## config.mk

```make
export PLATFORM = sky130hd
export DESIGN_NAME = cpu_datamem_arbiter
export DESIGN_NICKNAME = d
export VERILOG_FILES = /design/src/rtl/cpu_pkg.sv /design/src/rtl/rr_arb2.sv /design/src/rtl/cpu_datamem_arbiter.sv
export SDC_FILE = /design/constraint.sdc
export NUM_CORES = 1
export LEC_CHECK = 0
export BUFFER_PORTS_ARGS = -buffer_cell sky130_fd_sc_hd__buf_2
export CAP_MARGIN = 20
export CORE_AREA = 2 2 118 120
export DETAILED_ROUTE_END_ITERATION = 10
export DIE_AREA = 0 0 120 122
export HOLD_SLACK_MARGIN = 0.05
export PLACE_DENSITY = 0.41
export SYNTH_ARGS = -nofsm -noshare
export SYNTH_HDL_FRONTEND = slang
export SYNTH_SLANG_ARGS = --single-unit
```

## constraint.sdc

```tcl
create_clock -name clk -period 1.65 [get_ports clk]
set_input_delay 0.33 -clock clk [delete_from_list [all_inputs] [get_ports clk]]
set_output_delay 0.33 -clock clk [all_outputs]
set_load 0.02 [all_outputs]
```

## src/rtl/cpu_pkg.sv

```systemverilog
// Types shared by the CPU data-memory arbiter and its round-robin helper.
package cpu_pkg;

  typedef enum logic {OWN_CPU = 1'b0, OWN_ACC = 1'b1} mem_owner_t;

  typedef enum logic {ARB_IDLE = 1'b0, ARB_WAIT = 1'b1} arb_state_t;

  // Request/grant vector bit positions.
  localparam int unsigned REQ_CPU = 0;
  localparam int unsigned REQ_ACC = 1;

endpackage

```

## src/rtl/rr_arb2.sv

```systemverilog
// Two-way round-robin arbiter: on a tie the requester that did not win last time wins.
module rr_arb2
  import cpu_pkg::*;
(
  input  logic       clk,
  input  logic       rst_n,
  input  logic [1:0] req,
  input  logic       adv,
  output logic [1:0] gnt
);

  mem_owner_t last_q, last_d;

  always_comb begin
    gnt = 2'b00;
    unique case (req)
      2'b01:   gnt = 2'b01;
      2'b10:   gnt = 2'b10;
      2'b11:   gnt = (last_q == OWN_ACC) ? 2'b01 : 2'b10;
      default: gnt = 2'b00;
    endcase
  end

  always_comb begin
    last_d = last_q;
    if (adv && (gnt != 2'b00)) begin
      last_d = gnt[REQ_ACC] ? OWN_ACC : OWN_CPU;
    end
  end

  // Reset to ACC so the CPU wins the first tie.
  always_ff @(posedge clk or negedge rst_n) begin
    if (!rst_n) begin
      last_q <= OWN_ACC;
    end else begin
      last_q <= last_d;
    end
  end

endmodule

```

## src/rtl/cpu_datamem_arbiter.sv

```systemverilog
// Shares the single-port data memory between CPU load/store and the accelerator master.
// One access in flight; reads wait MEM_LAT cycles, writes complete in their issue cycle.
module cpu_datamem_arbiter
  import cpu_pkg::*;
#(
  parameter int unsigned ADDR_W  = 32,
  parameter int unsigned DATA_W  = 32,
  parameter int unsigned MEM_LAT = 1
) (
  input  logic              clk,
  input  logic              rst_n,
  input  logic              cpu_rd,
  input  logic              cpu_wr,
  input  logic [ADDR_W-1:0] cpu_addr,
  input  logic [DATA_W-1:0] cpu_wdata,
  output logic              cpu_stall,
  output logic [DATA_W-1:0] cpu_rdata,
  output logic              cpu_rvalid,
  input  logic              acc_req,
  input  logic              acc_we,
  input  logic [ADDR_W-1:0] acc_addr,
  input  logic [DATA_W-1:0] acc_wdata,
  output logic              acc_gnt,
  output logic [DATA_W-1:0] acc_rdata,
  output logic              acc_rvalid,
  output logic              mem_en,
  output logic              mem_we,
  output logic [ADDR_W-1:0] mem_addr,
  output logic [DATA_W-1:0] mem_wdata,
  input  logic [DATA_W-1:0] mem_rdata
);

  localparam int unsigned LatW = $clog2(MEM_LAT + 1);
  localparam logic [LatW-1:0] LatInit = LatW'(MEM_LAT - 1);

  arb_state_t      state_q, state_d;
  mem_owner_t      owner_q, owner_d;
  logic [LatW-1:0] lat_cnt_q, lat_cnt_d;

  logic       cpu_req;
  logic [1:0] req;
  logic [1:0] gnt;
  logic       issue;
  logic       issue_we;
  logic       complete;
  logic       cpu_done;

  assign cpu_req = cpu_rd | cpu_wr;
  assign req     = {acc_req, cpu_req};

  // Outputs are forced low while reset is asserted, so every decode is qualified by rst_n.
  assign issue    = rst_n && (state_q == ARB_IDLE) && (req != 2'b00);
  assign issue_we = gnt[REQ_ACC] ? acc_we : cpu_wr;
  assign complete = rst_n && (state_q == ARB_WAIT) && (lat_cnt_q == '0);

  rr_arb2 u_rr_arb2 (
    .clk  (clk),
    .rst_n(rst_n),
    .req  (req),
    .adv  (issue),
    .gnt  (gnt)
  );

  always_comb begin
    state_d   = state_q;
    owner_d   = owner_q;
    lat_cnt_d = lat_cnt_q;
    unique case (state_q)
      ARB_IDLE: begin
        if (issue && !issue_we) begin
          state_d   = ARB_WAIT;
          lat_cnt_d = LatInit;
          owner_d   = gnt[REQ_ACC] ? OWN_ACC : OWN_CPU;
        end
      end
      ARB_WAIT: begin
        if (lat_cnt_q == '0) begin
          state_d = ARB_IDLE;
        end else begin
          lat_cnt_d = lat_cnt_q - LatW'(1);
        end
      end
      default: state_d = ARB_IDLE;
    endcase
  end

  always_ff @(posedge clk or negedge rst_n) begin
    if (!rst_n) begin
      state_q   <= ARB_IDLE;
      owner_q   <= OWN_ACC;
      lat_cnt_q <= '0;
    end else begin
      state_q   <= state_d;
      owner_q   <= owner_d;
      lat_cnt_q <= lat_cnt_d;
    end
  end

  always_comb begin
    mem_en    = issue;
    mem_we    = issue && issue_we;
    mem_addr  = '0;
    mem_wdata = '0;
    if (issue) begin
      mem_addr  = gnt[REQ_ACC] ? acc_addr : cpu_addr;
      mem_wdata = gnt[REQ_ACC] ? acc_wdata : cpu_wdata;
    end
  end

  always_comb begin
    acc_gnt    = issue && gnt[REQ_ACC];
    cpu_rvalid = complete && (owner_q == OWN_CPU);
    acc_rvalid = complete && (owner_q == OWN_ACC);
    cpu_rdata  = cpu_rvalid ? mem_rdata : '0;
    acc_rdata  = acc_rvalid ? mem_rdata : '0;
  end

  // The CPU gets exactly one stall-free cycle per access: write issue or read completion.
  assign cpu_done  = (issue && gnt[REQ_CPU] && cpu_wr) || cpu_rvalid;
  assign cpu_stall = rst_n && cpu_req && !cpu_done;

endmodule

```

# Yosys cells after proc, flatten, opt, wreduce, memory -nomap -nowiden
# Cells that the tools add are included.
[word_totals] reg_bits=4 out_inout_bits=134 word_cells=49 input_bits=166
[classes] addsub=1 n_eq_ne=4 bitwise=4 n_mux=16 n_reduce_logical=20
[op_table] op="32-bit two-way mux" n=6
[op_table] op="1-bit logical AND" n=14
[op_table] op="1-bit two-way mux" n=6
[op_table] op="2-bit case mux with 3 select lines" n=1
[op_table] op="2-bit equality test, second input constant" n=2
[op_table] op="1-bit case mux with 2 select lines" n=2
[op_table] op="2-bit nonzero test" n=2
[op_table] op="1-bit inverter" n=3
[op_table] op="2-bit by 1-bit equality test with 1-bit output, second input constant" n=1
[op_table] op="1-bit logical NOT" n=2
[op_table] op="2-bit two-way mux" n=1
[op_table] op="2-bit by 1-bit != test with 1-bit output, second input constant" n=1
[op_table] op="2-bit AND reduction" n=1
[op_table] op="1-bit logical OR" n=1
[op_table] op="1-bit bitwise OR" n=1
[op_table] op="1-bit subtractor, second input constant" n=1

# Longest topological paths before layout
[logic_depth] ltp_word=8 depth_mapped=5 depth_no_buf=3

# Modules after synthesis
# A second synthesis with hierarchy kept.
[unflattened] cells_unflattened=242 area_unflattened_um2=1710.4
[modules_own_cells] mod="cpu_datamem_arbiter" cells_per_inst=236 area_per_inst_um2=1654.1 n_inst=1
[modules_own_cells] mod="rr_arb2" cells_per_inst=6 area_per_inst_um2=56.3 n_inst=1

# Least setup slack after synthesis
# Ideal clock, no wire load.
[synth_path] path_type="register -> output" start="reg u_rr_arb2.last_q" end="out mem_addr[19]" t_required_ns=1.320 path_buffers=1 stages_incl_launch_ff=5 arrival_time_ns=1.492 slack_ns=-0.172 path_cell_list="dfstp_2 and2b_4 nor3_4 buf_6 a22o_1"
[synth_via] elab_chain_cells=4
[synth_lines] item="start, declared" line_no="rr_arb2.sv:12" text="mem_owner_t last_q, last_d;"
[synth_lines] item="start signal, assigned" line_no="rr_arb2.sv:36" text="last_q <= last_d;"
[synth_lines] item="2-bit two-way mux" line_no="rr_arb2.sv:19" text="2'b11: gnt = (last_q == OWN_ACC) ? 2'b01 : 2'b10;"
[synth_lines] item="2-bit case mux with 3 select lines" line_no="rr_arb2.sv:16" text="unique case (req)"
[synth_lines] item="32-bit two-way mux" line_no="cpu_datamem_arbiter.sv:105" text="mem_addr = gnt[REQ_ACC] ? acc_addr : cpu_addr;"
[synth_lines] item="32-bit two-way mux" line_no="cpu_datamem_arbiter.sv:104" text="if (issue) begin"
[synth_lines] item="end, declared" line_no="cpu_datamem_arbiter.sv:28" text="output logic [ADDR_W-1:0] mem_addr,"
# Every way passes these cells.

# Worst setup path in the final report
[layout_path] start="reg u_rr_arb2.last_q" end="out mem_addr[30]"
# Same word-level chain as after synthesis.

==> run metrics <==
crit path max-delay cell type=dfstp_2; Switch Pwr=approximately 0.83 mW; total grt overflow=0; register area share after synthesis=5.492%; CTS Buffer Depth=2; sw frac=approximately two fifths; CTS H-tree depth=1; internal power=approximately 1.3 mW; Max VDD drop=0.0002684 V; Worst setup EP type=primary output; GRT Util Overall=around 14%; wire per inst=17.66 µm; most frequent cells in the layout=buf_2 (166), buf_6 (128), and2_4 (63), a22o_1 (53), buf_4 (25); CP required=1.32 ns; Initial Utilization=about a tenth; GPL Wtd Cong=between 0.8 and 0.9; P per Cell Area=452.8 nW/µm²; Area Growth Syn to Fin=230.8%; First-pass DRT Iterations=4; fmax=485.0 MHz; port bufs=299; cell count after synthesis=181; clock share of power=between 15 and 20%; row cnt=43; DRC errors left=0; first-pass GRT wire length=16090 µm; vias per cell=4.224; CP top delay family=flip-flops; initial DRC count=just under 90; die width=120 µm; CTS root buffer=clkbuf_16; arrival time of the worst setup path=1.73 ns; synthesized flop and latch total=3; YS warnings=0; Clock Pin Slew Worst Setup and Hold Paths=0.03 ns; slowest cell delay on critical path=0.52 ns; height of the die=~120 µm; dpl hpwl=around 7700 µm; RSZ-0062 raised after global routing=true; Area after DPL=3177 µm²; max_slew headroom=approximately 87%; Slew Limit Fails=0; vias in the first global route=2923; Tot Pwr=approximately 2.1 mW; synth unique cells=26; DR vias=2889; cell area after layout=4673 µm²; die area=14640 µm²; outcome=complete, but fails checks; clock skew=0.0009210 ns; Filler cells=1382; Final Critical Period=2.062 ns; Crit Path Class=flip-flop to primary output; crit-path cells=and2b_4 -> nor3_4 -> buf_12 -> clkbuf_16 -> a22o_1 -> buf_6; # nets final=671; largest net degree at the start of global routing=28; violated checks=negative setup slack; total routed wirelength=12080 µm; setup ws final=-0.4118 ns; Setup violations, final=133; total CTS buffers=3; # clock sinks=3; startpoint types=flip-flop; period utilisation layout=125.0%; Worst Path Buf+Inv=3; CTS tree=built; Antenna Nets Post-Route=0; Top Ports=300; # hold bufs at CTS=0; core area=13500 µm²; final core occ=34.61%; Hold Crit Class=input pin to async pin; Pleak=2.466 nW; clock latency on the worst-skew pair=0.22 ns; combinational power share=about 77%; syn_nets=347; MaxCap Viol Count=0; pre-CTS setup slack=-0.2786 ns; Flop pwr share=between 4 and 5%; initial antenna violation count=0; Hold WS=0.1248 ns; syn_area_per_cell=approximately 8 µm²; crit-path max FO=13; proportion of layout cells with a drive suffix above 1=84.92%; Synth Cell Area=1413 µm²; leading cell type in the layout, fill and taps excluded=buf_2; antenna fix cells=0; Slew @ Worst Pin=around 0.20 ns; Final Hold Fails=0
path summary, 6_finish.rpt:
path | start | slack (ns) | to | cells after the start
setup / recovery | u_rr_arb2.last_q | -0.41 | mem_addr[30] | 6
hold / removal | rst_n | 0.12 | state_q | 2
setup reg to reg | owner_q | 0.51 | owner_q | 4
hold reg to reg | state_q | 0.71 | state_q | 2
max in group asynchronous | rst_n | 1.31 | owner_q | 2
min in group clk | acc_we | 0.42 | owner_q | 4
per-layer routing:
layer | vias to the layer above | wire [µm] | GRT usage (%)
li1 | 1331 | - | -
met1 | 1360 | 4218 | 15.20
met2 | 194 | 6579 | 27.95
met3 | 4 | 1221 | 3.792
met4 | 0 | 57 | 1.029
met5 | - | 0 | 0
cells in the mapped netlist (all sizes together):
| cell | n | area share, % |
|---|---|---|
| and2 | 64 | 28 |
| buf | 13 | 9.9 |
| o21ai | 5 | 1.8 |
| nand2 | 3 | 0.80 |
| a22o | 64 | 41 |
| a21oi | 3 | 1.1 |
| inv | 2 | 0.53 |
| nor2 | 5 | 1.5 |
| and3 | 2 | 1.2 |
| and2b | 2 | 1.2 |
| a311oi | 1 | 0.62 |
| dfstp | 2 | 3.7 |
| dfrtp | 1 | 1.8 |
| nand2b | 4 | 2.3 |
| nor3 | 2 | 1.5 |
| o21a | 1 | 0.53 |
| clkbuf | 6 | 1.6 |
| a32oi | 1 | 0.62 |
power groups by stage:
stage	Clock, mW	Combinational, mW	Sequential (mW)
finish	0.386	1.63	0.103
global route	0.402	1.72	0.105
CTS	0.391	1.53	0.102
detailed placement	0	1.11	0.101
global placement	0	1.11	0.100
floorplan	0	0.639	0.100
worst register-to-register path, cell delays in order, from the launching register on:
cell     delay, ns
dfstp_2       0.60
buf_12        0.13
buf_4         0.10
o21ai_0       0.08
a21oi_1       0.16
cells by family (layout without fill, tap and decap cells):
family	count (synthesis)	in the layout	share of synthesized area [%]
and+or+nand+nor	82	86	36.94
AOI/OAI and AO/OA	75	75	45.53
buffers and inverters	21	340	12.05
DFF	3	3	5.491
through the flow:
| step | TNS, ns | instances |
|---|---|---|
| finish | -34.85 | 684 |
| global route | -43.85 | 684 |
| CTS | -40.81 | 679 |
| detailed placement | -12.30 | 657 |
| global placement | -10.47 | 657 |
| floorplan | -9.971 | 181 |
timing repair:
item / CTS / global route
cloned: 10 / 2
resized for setup: 256 / 99
pin swaps: 44 / 19
hold endpoints to repair: 0 / 0
buffers inserted: 9 / 3
endpoints found under the setup margin: 133 / 133
registers in the layout, indices dropped and copies added (netlist names):
signal,count
state_q,1
u_rr_arb2.last_q,1
owner_q,1
layout make-up:
| cell class | count | area [µm²] | area share, % |
|---|---|---|---|
| Tap cell | 180 | 225.2 | 4.819 |
| Timing Repair Buffer | 334 | 2800 | 59.92 |
| Clock buffer | 4 | 78.83 | 1.687 |
| Sequential cell | 3 | 77.57 | 1.660 |
| Inverter | 2 | 7.507 | 0.1606 |
| Multi-Input combinational cell | 161 | 1484 | 31.75 |
(Power assumes the default switching activity.)
